[src/rtl/paddle_pkg.sv]
// Shared types and width helpers for the paddle_array input controller.
// PADDLE_ACCEL_EN (optional) enables the hold-to-accelerate speed ramp.
package paddle_pkg;

   typedef enum logic [1:0] {
      NONE = 2'd0,
      UP   = 2'd1,
      DOWN = 2'd2
   } paddle_dir_t;

   function automatic int speed_width(input int max_speed);
      return $clog2(max_speed + 1) + 1;
   endfunction

   function automatic int acc_width(input int window_clocks);
      return $clog2(window_clocks + 1) + 1;
   endfunction

   // Screen-Y convention: moving up the screen is a negative step.
   function automatic logic signed [15:0] dir_to_step(input paddle_dir_t dir,
                                                      input logic [15:0] speed);
      logic signed [15:0] step;
      case (dir)
         UP:      step = -$signed(speed);
         DOWN:    step = $signed(speed);
         default: step = '0;
      endcase
      return step;
   endfunction

endpackage

[src/rtl/paddle_channel.sv]
// One paddle: synchronise + debounce both buttons, accumulate up-down over the
// window, vote at close and (with PADDLE_ACCEL_EN) ramp the step magnitude.
module paddle_channel
   import paddle_pkg::*;
#(
   parameter int WINDOW_CLOCKS            = 250000,
   parameter int DEBOUNCE_WIDTH_IN_CLOCKS = 50000,
   parameter int VOTE_THRESHOLD           = WINDOW_CLOCKS,
   parameter int MAX_SPEED                = 4,
   parameter int ACCEL_WINDOWS            = 8,
   localparam int SPEED_W                 = speed_width(MAX_SPEED)
) (
   input  logic               clk,
   input  logic               rst,
   input  logic               button_up_i,
   input  logic               button_down_i,
   input  logic               close_i,
   output logic [SPEED_W-1:0] step_o
);

   localparam int AW  = acc_width(WINDOW_CLOCKS);
   localparam int DBW = $clog2(DEBOUNCE_WIDTH_IN_CLOCKS + 1);
   localparam logic [DBW-1:0]       DB_LAST = DBW'(DEBOUNCE_WIDTH_IN_CLOCKS - 1);
   localparam logic signed [AW-1:0] THR_P   = AW'(VOTE_THRESHOLD);
   localparam logic signed [AW-1:0] THR_N   = -THR_P;

   if (MAX_SPEED < 1) begin : g_chk_speed
      $error("paddle_channel: MAX_SPEED must be >= 1");
   end
   if (ACCEL_WINDOWS < 1) begin : g_chk_accel
      $error("paddle_channel: ACCEL_WINDOWS must be >= 1");
   end
   if (DEBOUNCE_WIDTH_IN_CLOCKS < 1) begin : g_chk_db
      $error("paddle_channel: DEBOUNCE_WIDTH_IN_CLOCKS must be >= 1");
   end

   // bit 0 = up, bit 1 = down
   logic [1:0]          raw;
   logic [1:0]          meta_q, sync_q, db_q;
   logic [1:0][DBW-1:0] dcnt_q;

   assign raw = {button_down_i, button_up_i};

   // Synchroniser flops are deliberately not reset: a button held through
   // reset is already visible to the debouncer on the first free cycle.
   always_ff @(posedge clk) begin
      meta_q <= raw;
      sync_q <= meta_q;
   end

   always_ff @(posedge clk) begin
      if (rst) begin
         db_q   <= '0;
         dcnt_q <= '0;
      end else begin
         for (int b = 0; b < 2; b++) begin
            if (sync_q[b] == db_q[b]) begin
               dcnt_q[b] <= '0;
            end else if (dcnt_q[b] == DB_LAST) begin
               db_q[b]   <= sync_q[b];
               dcnt_q[b] <= '0;
            end else begin
               dcnt_q[b] <= dcnt_q[b] + 1'b1;
            end
         end
      end
   end

   logic signed [AW-1:0] acc_q, delta, sum;
   paddle_dir_t          dir;

   always_comb begin
      case (db_q)
         2'b01:   delta = AW'(1);
         2'b10:   delta = {AW{1'b1}};
         default: delta = '0;
      endcase
      sum = acc_q + delta;
      if (sum >= THR_P)      dir = UP;
      else if (sum <= THR_N) dir = DOWN;
      else                   dir = NONE;
   end

   always_ff @(posedge clk) begin
      if (rst)          acc_q <= '0;
      else if (close_i) acc_q <= '0;
      else              acc_q <= sum;
   end

   logic [SPEED_W-1:0] speed_d;

`ifdef PADDLE_ACCEL_EN
   localparam int RW = $clog2(ACCEL_WINDOWS + 1);
   logic [SPEED_W-1:0] speed_q;
   logic [RW-1:0]      run_q, run_d;
   paddle_dir_t        prev_q;

   always_comb begin
      speed_d = speed_q;
      run_d   = run_q;
      if (dir == NONE || dir != prev_q) begin
         speed_d = SPEED_W'(1);
         run_d   = '0;
      end else if (run_q == RW'(ACCEL_WINDOWS - 1)) begin
         run_d = '0;
         if (speed_q != SPEED_W'(MAX_SPEED)) speed_d = speed_q + 1'b1;
      end else begin
         run_d = run_q + 1'b1;
      end
   end

   always_ff @(posedge clk) begin
      if (rst) begin
         speed_q <= SPEED_W'(1);
         run_q   <= '0;
         prev_q  <= NONE;
      end else if (close_i) begin
         speed_q <= speed_d;
         run_q   <= run_d;
         prev_q  <= dir;
      end
   end
`else
   assign speed_d = SPEED_W'(1);
`endif

   assign step_o = SPEED_W'(dir_to_step(dir, 16'(speed_d)));

endmodule

[src/rtl/paddle_array.sv]
// NUM_PADDLES-channel paddle controller: shared window counter, per-channel
// vote, registered outputs. PADDLE_ACCEL_EN enables the speed ramp.
module paddle_array
   import paddle_pkg::*;
#(
   parameter int NUM_PADDLES              = 2,
   parameter int WINDOW_CLOCKS            = 250000,
   parameter int DEBOUNCE_WIDTH_IN_CLOCKS = 50000,
   parameter int VOTE_THRESHOLD           = WINDOW_CLOCKS,
   parameter int MAX_SPEED                = 4,
   parameter int ACCEL_WINDOWS            = 8,
   localparam int SPEED_W                 = speed_width(MAX_SPEED)
) (
   input  logic                           clk,
   input  logic                           rst,
   input  logic [NUM_PADDLES-1:0]         button_up,
   input  logic [NUM_PADDLES-1:0]         button_down,
   output logic [NUM_PADDLES*SPEED_W-1:0] position_change,
   output logic                           change_valid
);

   localparam int CW = $clog2(WINDOW_CLOCKS);
   localparam logic [CW-1:0] CNT_LAST = CW'(WINDOW_CLOCKS - 1);

   if (WINDOW_CLOCKS < 2) begin : g_chk_window
      $error("paddle_array: WINDOW_CLOCKS must be >= 2");
   end
   if (!(WINDOW_CLOCKS / 2 < VOTE_THRESHOLD && VOTE_THRESHOLD <= WINDOW_CLOCKS)) begin : g_chk_vote
      $error("paddle_array: need WINDOW_CLOCKS/2 < VOTE_THRESHOLD <= WINDOW_CLOCKS");
   end

   logic [CW-1:0]                  cnt_q, cnt_d;
   logic                           close;
   logic [NUM_PADDLES*SPEED_W-1:0] step_all, pc_q;
   logic                           cv_q;

   assign close = (cnt_q == CNT_LAST);
   assign cnt_d = close ? '0 : cnt_q + 1'b1;

   for (genvar g = 0; g < NUM_PADDLES; g++) begin : g_ch
      paddle_channel #(
         .WINDOW_CLOCKS           (WINDOW_CLOCKS),
         .DEBOUNCE_WIDTH_IN_CLOCKS(DEBOUNCE_WIDTH_IN_CLOCKS),
         .VOTE_THRESHOLD          (VOTE_THRESHOLD),
         .MAX_SPEED               (MAX_SPEED),
         .ACCEL_WINDOWS           (ACCEL_WINDOWS)
      ) u_ch (
         .clk          (clk),
         .rst          (rst),
         .button_up_i  (button_up[g]),
         .button_down_i(button_down[g]),
         .close_i      (close),
         .step_o       (step_all[g*SPEED_W +: SPEED_W])
      );
   end

   always_ff @(posedge clk) begin
      if (rst) begin
         cnt_q <= '0;
         pc_q  <= '0;
         cv_q  <= 1'b0;
      end else begin
         cnt_q <= cnt_d;
         cv_q  <= close;
         if (close) pc_q <= step_all;
      end
   end

   assign position_change = pc_q;
   assign change_valid    = cv_q;

endmodule

[config.mk]
export PLATFORM = sky130hd
export DESIGN_NAME = paddle_array
export DESIGN_NICKNAME = d
export VERILOG_FILES = /design/src/rtl/paddle_pkg.sv /design/src/rtl/paddle_channel.sv /design/src/rtl/paddle_array.sv
export SDC_FILE = /design/constraint.sdc
export NUM_CORES = 1
export LEC_CHECK = 0
export ABC_AREA = 1
export CORE_AREA = 2 2 129 143
export CTS_BUF_LIST = sky130_fd_sc_hd__clkbuf_2 sky130_fd_sc_hd__clkbuf_4 sky130_fd_sc_hd__clkbuf_8
export DETAILED_ROUTE_END_ITERATION = 10
export DIE_AREA = 0 0 131 145
export GPL_ROUTABILITY_DRIVEN = 0
export PLACE_DENSITY_LB_ADDON = 0.08
export SLEW_MARGIN = 5
export SYNTH_ARGS = -nofsm -noshare
export SYNTH_HDL_FRONTEND = slang
export SYNTH_HIERARCHICAL = 1
export SYNTH_SLANG_ARGS = --single-unit
[constraint.sdc]
create_clock -name clk -period 3.9 [get_ports clk]
set_clock_uncertainty 0.1 [all_clocks]
set_input_delay 0.585 -clock clk [delete_from_list [all_inputs] [get_ports clk]]
set_output_delay 0.585 -clock clk [all_outputs]
set_load 0.005 [all_outputs]
==> results.cfg, run 1 <==
[grt]
grt-ovfl-total = 0
grt_pass1_vias = 7372
grt_max_degree = 20
grt_pass1_wl_um = 33300
grt_antenna_before_repair = 0
grt_use_total = 0.212

[timing]
fin_tns_setup_ps = 0
worst_pin_slew_ps = 662
finalCritPeriodShare = 0.785
min_period_ps = 3060
slew-limit-headroom = 0.557
setup-violations-final = 0
slew_violations = 0
setup_slack_ps = 838
final-hold-violation-count = 0
rsz0062_at_grt = no
fmax_mhz = 327
hold_ws_ps = 237

[yosys]
synth_fp_nets = 1356
synthDistinctLibCells = 43
syn_inst = 1337
avgSynthCellArea_um2 = 6.47
synth_seq_cells = 141
ys_warn_count = 6
yosysSeqAreaShare = 0.326
synth_area_um2 = 8650

[clocking]
root_buffer = clkbuf_8
numClockSinks = 141
cts_resized = 0
hold_buffers = 0
cts_tree = built
cts_buffers = 17
clk_path_buf_depth = 2
path_clk_slew_ps = 80
h-tree-depth = 4
clkLatencyLatePin_ps = 450
post-cts-setup-buffers = 0

[worst_hold_path]
holdCritStartpoint = g_ch[0].u_ch/meta_q[0]$_DFF_P_
hold_path.class = reg -> reg
hold_end = g_ch[0].u_ch/sync_q[0]$_DFF_P_
min_path_cells = 0

[place]
hpwl_um = 14600
io_buffers = 14
place_ws_ps = 849

[routing]
viasPerCell = 4.92
drt_wl_total_um = 19000
drt_first_iter_violations = 405
post_drt_wl_per_cell_um = 11.8
detail-route-antenna-nets = 0
drc = 0
first_pass_iters = 5
num_vias = 7871

[setup_path]
crit_path_max_fanout = 12
crit_type = reg -> reg
cpMostUsedCell = nand2_1
arrival_ps = 3350
r2r.worst_path.cells = 21
r2r_end = position_change[2]$_SDFFE_PP0N_
reg2reg_from = g_ch[0].u_ch/db_q[0]$_SDFFE_PP0P_
critical_path.max_stage_delay_ps = 460
endpoint_kind = register
rrSetupSlack_ps = 840
critPathRequiredTime_ps = 4190
critPathLaunchType = register
cpMaxStageDelayCell = ha_1
cp_cell_sequence = inv_1 > ha_1 > nor2_1 > nor2_1 > ha_1 > inv_1 > nand2_1 > nand3_1 > nand2_1 > nand2_1 > nand2_1 > nand3_1 > nand2_1 > nand2_1 > nand2_1 > nand2_1 > nor3_2 > nand2_1 > inv_1 > nand4_1 > nand2_1

[floorplan]
dieArea_um2 = 19000
chipWidth_um = 131
die_h_um = 145
rows = 51
core_area_um2 = 17500
io-pin-count = 15
start_util = 0.493

[pwr]
p_total_mw = 2.76
p_per_area_nw_per_um2 = 295
peakVddDrop_v = 0.000272
leakage_nw = 4.12

[cells_and_area]
diodes = 0
syn_to_final_growth_pct = 8.23
fill_cells = 1808
layout.nets = 1369
drive_above_1_share = 0.0896

[status]
status = finished clean

[run]
max-cap-violations = 0
[cells in the mapped netlist (all sizes together)]
library cell	number	area share
inv	179	0.078
and3	4	0.0029
nor4	8	0.0058
nor3b	20	0.017
nand2	394	0.18
ha	13	0.019
nand4	32	0.023
buf	15	0.017
xnor2	11	0.013
nand3b	2	0.0032
nand3	114	0.069
and2	2	0.0014
clkinv	1	0.00043
nor2	228	0.11
or2	2	0.0014
clkbuf	11	0.0048
xor2	40	0.046
a31oi	6	0.0043
a211oi	2	0.0017
nor3	23	0.017
a21oi	56	0.033
o22ai	2	0.0014
o21a	4	0.0035
o21ai	18	0.010
a21o	2	0.0017
o21bai	7	0.0087
dfxtp	141	0.33
[power by group]
| part | leakage [nW] | switching, mW | internal (mW) |
|---|---|---|---|
| clock network | 0.209 | 0.619 | 0.644 |
| registers | 1.14 | 0.00726 | 1.45 |
| logic | 2.77 | 0.0319 | 0.0139 |
[per-stage QoR]
stage | std cells | utilization | instance area [um2]
6_report | 1600 | 0.533 | 9360
5_1_grt | 1600 | 0.533 | 9360
4_1_cts | 1600 | 0.533 | 9360
3_5_place_dp | 1569 | 0.510 | 8940
3_3_place_gp | 1569 | 0.510 | 8940
2_1_floorplan | 1337 | - | 8650
[registers in the layout, indices dropped and copies added, names as in the netlist]
signal,flops
change_valid,1
cnt_q,18
g_ch.u_ch/acc_q,38
g_ch.u_ch/db_q,4
g_ch.u_ch/dcnt_q,64
g_ch.u_ch/meta_q,4
g_ch.u_ch/sync_q,4
position_change,8
[how the worst max path moves through the flow]
stage                                      endpoint  slack (ps)                               from
floorplan           position_change[7]$_SDFFE_PP0N_        1150  g_ch[1].u_ch/db_q[0]$_SDFFE_PP0P_
global placement    position_change[2]$_SDFFE_PP0N_         910  g_ch[0].u_ch/db_q[1]$_SDFFE_PP0P_
detailed placement  position_change[2]$_SDFFE_PP0N_         850  g_ch[0].u_ch/db_q[0]$_SDFFE_PP0P_
CTS                 position_change[2]$_SDFFE_PP0N_         820  g_ch[0].u_ch/db_q[0]$_SDFFE_PP0P_
global route        position_change[2]$_SDFFE_PP0N_         400  g_ch[0].u_ch/db_q[0]$_SDFFE_PP0P_
finish              position_change[2]$_SDFFE_PP0N_         840  g_ch[0].u_ch/db_q[0]$_SDFFE_PP0P_
[logic make-up (layout without fill, tap and decap cells)]
kind of cell	after synthesis	in the layout	synth area share
xor+xnor	51	51	0.0586
flops	141	141	0.326
simple gates	829	829	0.431
compound gates	97	97	0.0651
buf+inv	206	231	0.100
fa+ha+maj	13	13	0.0188
[layer usage]
layer / vias to the layer above / part of all wire / wire length [um] / track usage
met5: - / 0 / 0 / 0
met4: 0 / 0.013 / 255 / 0.0665
met3: 26 / 0.032 / 601 / 0.0336
met2: 108 / 0.47 / 8920 / 0.350
met1: 3499 / 0.48 / 9180 / 0.282
li1: 4238 / - / - / -
[area by class of cell]
type / instances / area, um2 / share of cell area
Inverter: 180 / 676 / 0.0722
Sequential cell: 141 / 2820 / 0.302
Clock inverter: 14 / 184 / 0.0196
Clock buffer: 17 / 234 / 0.0250
Tap cell: 238 / 298 / 0.0318
Timing Repair Buffer: 20 / 185 / 0.0198
Multi-Input combinational cell: 990 / 4960 / 0.530
[worst max-delay path: cells and delay by family (launching register included)]
kind | cells | cell delay [ps]
simple gates | 16 | 1720
buf+inv | 3 | 240
flops | 1 | 320
fa+ha+maj | 2 | 620
[placed cells by master (no fill, tap or decap), types with 3 or more instances in the layout]
cell             count
buf_4                6
ha_1                12
o21ai_1              8
nand2_1            376
xor2_1              34
nor3_2               6
and3_1               4
inv_6                4
o21ai_0             10
nand3_2              6
o21a_1               4
clkinv_4             4
a31oi_1              6
a21oi_1             54
nor2_2              18
clkbuf_8            17
nor2_4               7
xor2_2               6
inv_2               13
inv_1              166
nand3_1            108
xnor2_1              9
o21bai_1             5
clkdlybuf4s50_1     14
nor4_1               8
nor3_1              17
nand4_1             32
dfxtp_1            141
bufinv_16            3
nand2_2             16
nor2_1             202
nor3b_1             20
No activity file was read; power rests on OpenSTA's default activity.
==> inputs of run 2 (changes only) <==
==> constraint.sdc (replaced) <==
create_clock -name clk -period 3.1 [get_ports clk]
set_clock_uncertainty 0.1 [all_clocks]
set_input_delay 0.465 -clock clk [delete_from_list [all_inputs] [get_ports clk]]
set_output_delay 0.465 -clock clk [all_outputs]
set_load 0.005 [all_outputs]
==> run 2 against run 1 <==
Combinational power increased by 30%. Via count increased by 0.74%. Highest routed layer unchanged. Core utilization up 0.33 points. Critical endpoint is now position_change[7]$_SDFFE_PP0N_. Sequential cell count stayed put. Sequential power up 25%. Critical path type unchanged. Register-to-register slack got worse by 560 ps. Cell area is 0.61% higher. Count of clock-buffer cells in the layout grew 4. Cell count increased by 0.25%.
==> results.cfg, run 2 (synthesized netlist as in run 1, its figures left out) <==
[status]
status = finished clean

[clocking]
root_buffer = clkbuf_8
path_clk_slew_ps = 80
clkLatencyLatePin_ps = 450
cts_tree = built
h-tree-depth = 4
clk_path_buf_depth = 2
post-cts-setup-buffers = 0
numClockSinks = 141
cts_buffers = 17

[setup_path]
arrival_ps = 3060
critPathRequiredTime_ps = 3340
crit_path_max_fanout = 17
cpMaxStageDelayCell = dfxtp_1
crit_type = reg -> reg
cp_cell_sequence = ha_2 > buf_4 > nor2_1 > nor2_1 > nand3_1 > nand2_1 > nand3_1 > nand3_1 > nand2_1 > nand2_1 > nand2_1 > nor2_1 > nand2_1 > nand2_1 > nand2_1 > nand2_1 > inv_1 > nand4_1 > nand2_1
critPathLaunchType = register
endpoint_kind = register
critical_path.max_stage_delay_ps = 440
cpMostUsedCell = nand2_1

[routing]
num_vias = 7929
drt_wl_total_um = 19200
post_drt_wl_per_cell_um = 12.0
detail-route-antenna-nets = 0
drt_first_iter_violations = 519
viasPerCell = 4.94
drc = 0
first_pass_iters = 5

[place]
io_buffers = 14
dp.cells = 1572
place_area_um2 = 8970
hpwl_um = 14700

[floorplan]
die_h_um = 145
io-pin-count = 15
rows = 51
chipWidth_um = 131
dieArea_um2 = 19000
core_area_um2 = 17500
start_util = 0.493

[cells_and_area]
final_area_um2 = 9420
layout.nets = 1372
stdcell_count = 1604
top_register = g_ch.u_ch/dcnt_q
utilization = 0.537
mostFrequentLayoutCells = 371 x nand2_1, 201 x nor2_1, 165 x inv_1
drive_above_1_share = 0.102
largestRegisters = g_ch.u_ch/dcnt_q (64), g_ch.u_ch/acc_q (38), cnt_q (18)
mostFrequentLayoutCell = nand2_1
diodes = 0
largest_reg_flops = 64
syn_to_final_growth_pct = 8.90

[run]
max-cap-violations = 0

[timing]
finalCritPeriodShare = 0.910
final-hold-violation-count = 0
fmax_mhz = 354
slew_violations = 0
slew-limit-headroom = 0.553
setup-violations-final = 0
min_period_ps = 2820
worst_pin_slew_ps = 668

[pwr]
peakVddDrop_v = 0.000233
leakage_nw = 4.12
p_per_area_nw_per_um2 = 364

[grt]
grt-ovfl-total = 0
grt_use_total = 0.210
grt_max_degree = 20
grt_antenna_before_repair = 0
grt_pass1_vias = 7237
grt_pass1_wl_um = 32600

[worst_hold_path]
hold_path.class = reg -> reg
==> run 2: cell types whose count changed in the layout (fill, tap and decap cells not counted), moves of 2 or more <==
cell	change
ha_2	+2
dfxtp_2	+2
clkbuf_4	+2
nand2_1	-5
dfxtp_1	-2
ha_1	-3
buf_4	+3
clkbuf_8	+2
nand2_2	+5
==> run 2: where the power goes <==
| group | leakage, nW | total [mW] | switching (mW) | internal (mW) |
|---|---|---|---|---|
| sequential | 1.14 | 1.83 | 0.00900 | 1.82 |
| clock | 0.204 | 1.53 | 0.747 | 0.786 |
| combinational | 2.77 | 0.0594 | 0.0419 | 0.0175 |
| total | 4.12 | 3.42 | 0.798 | 2.63 |
==> run 2: critical path, delay by kind of cell (launching register included) <==
| kind | cells | cell delay (ps) |
|---|---|---|
| and+or+nand+nor | 16 | 1540 |
| buffers and inverters | 2 | 340 |
| DFF | 1 | 440 |
| adders and majority gates | 1 | 280 |
==> run 2: metrics by stage <==
step                      hold slack (ps)  setup WS, ps  power (mW)  setup TNS [ps]
final                                 233           278        3.42               0
after global routing                  247         -3.72        3.57           -3.72
after CTS                             234           107        3.48               0
after detailed placement              212           135        1.94               0
after global placement                211           175        1.94               0
after floorplan                       210           348        1.92               0
==> run 2: worst paths after layout <==
path	startpoint	to	slack, ps	depth (start not counted)
setup / recovery	g_ch[1].u_ch/db_q[1]$_SDFFE_PP0P_	position_change[7]$_SDFFE_PP0N_	280	19
setup reg to reg	g_ch[1].u_ch/db_q[1]$_SDFFE_PP0P_	position_change[7]$_SDFFE_PP0N_	280	19
hold / removal	g_ch[0].u_ch/meta_q[1]$_DFF_P_	g_ch[0].u_ch/sync_q[1]$_DFF_P_	230	0
hold reg to reg	g_ch[0].u_ch/meta_q[1]$_DFF_P_	g_ch[0].u_ch/sync_q[1]$_DFF_P_	230	0
==> run 2: layer usage <==
layer,part of all wire,global-route usage,vias up
li1,-,-,4250
met1,0.48,0.281,3539
met2,0.47,0.340,118
met3,0.030,0.0361,22
met4,0.016,0.0681,0
met5,0,0,-
==> run 2: final cells by class <==
cell class | instances | area, um2
Tap cell | 238 | 298
Timing Repair Buffer | 23 | 208
Inverter | 180 | 676
Multi-Input combinational cell | 990 | 5000
Fill cell | 1778 | 8130
Sequential cell | 141 | 2830
Clock inverter | 11 | 133
Clock buffer | 21 | 277
==> run 2: what timing repair did <==
item,4_1_cts,5_1_grt
gates resized for setup,0,15
setup endpoints to repair,0,8
hold buffers,0,0
==> inputs of run 3 (changes only) <==
--- a/config.mk
+++ b/config.mk
@@ -12,7 +12,7 @@
 export DIE_AREA = 0 0 131 145
 export GPL_ROUTABILITY_DRIVEN = 0
 export PLACE_DENSITY_LB_ADDON = 0.08
-export SLEW_MARGIN = 5
+export SLEW_MARGIN = 25
 export SYNTH_ARGS = -nofsm -noshare
 export SYNTH_HDL_FRONTEND = slang
 export SYNTH_HIERARCHICAL = 1
==> results of run 3 <==
Same layout as run 2: the final DEF is identical, and so are final timing and power.
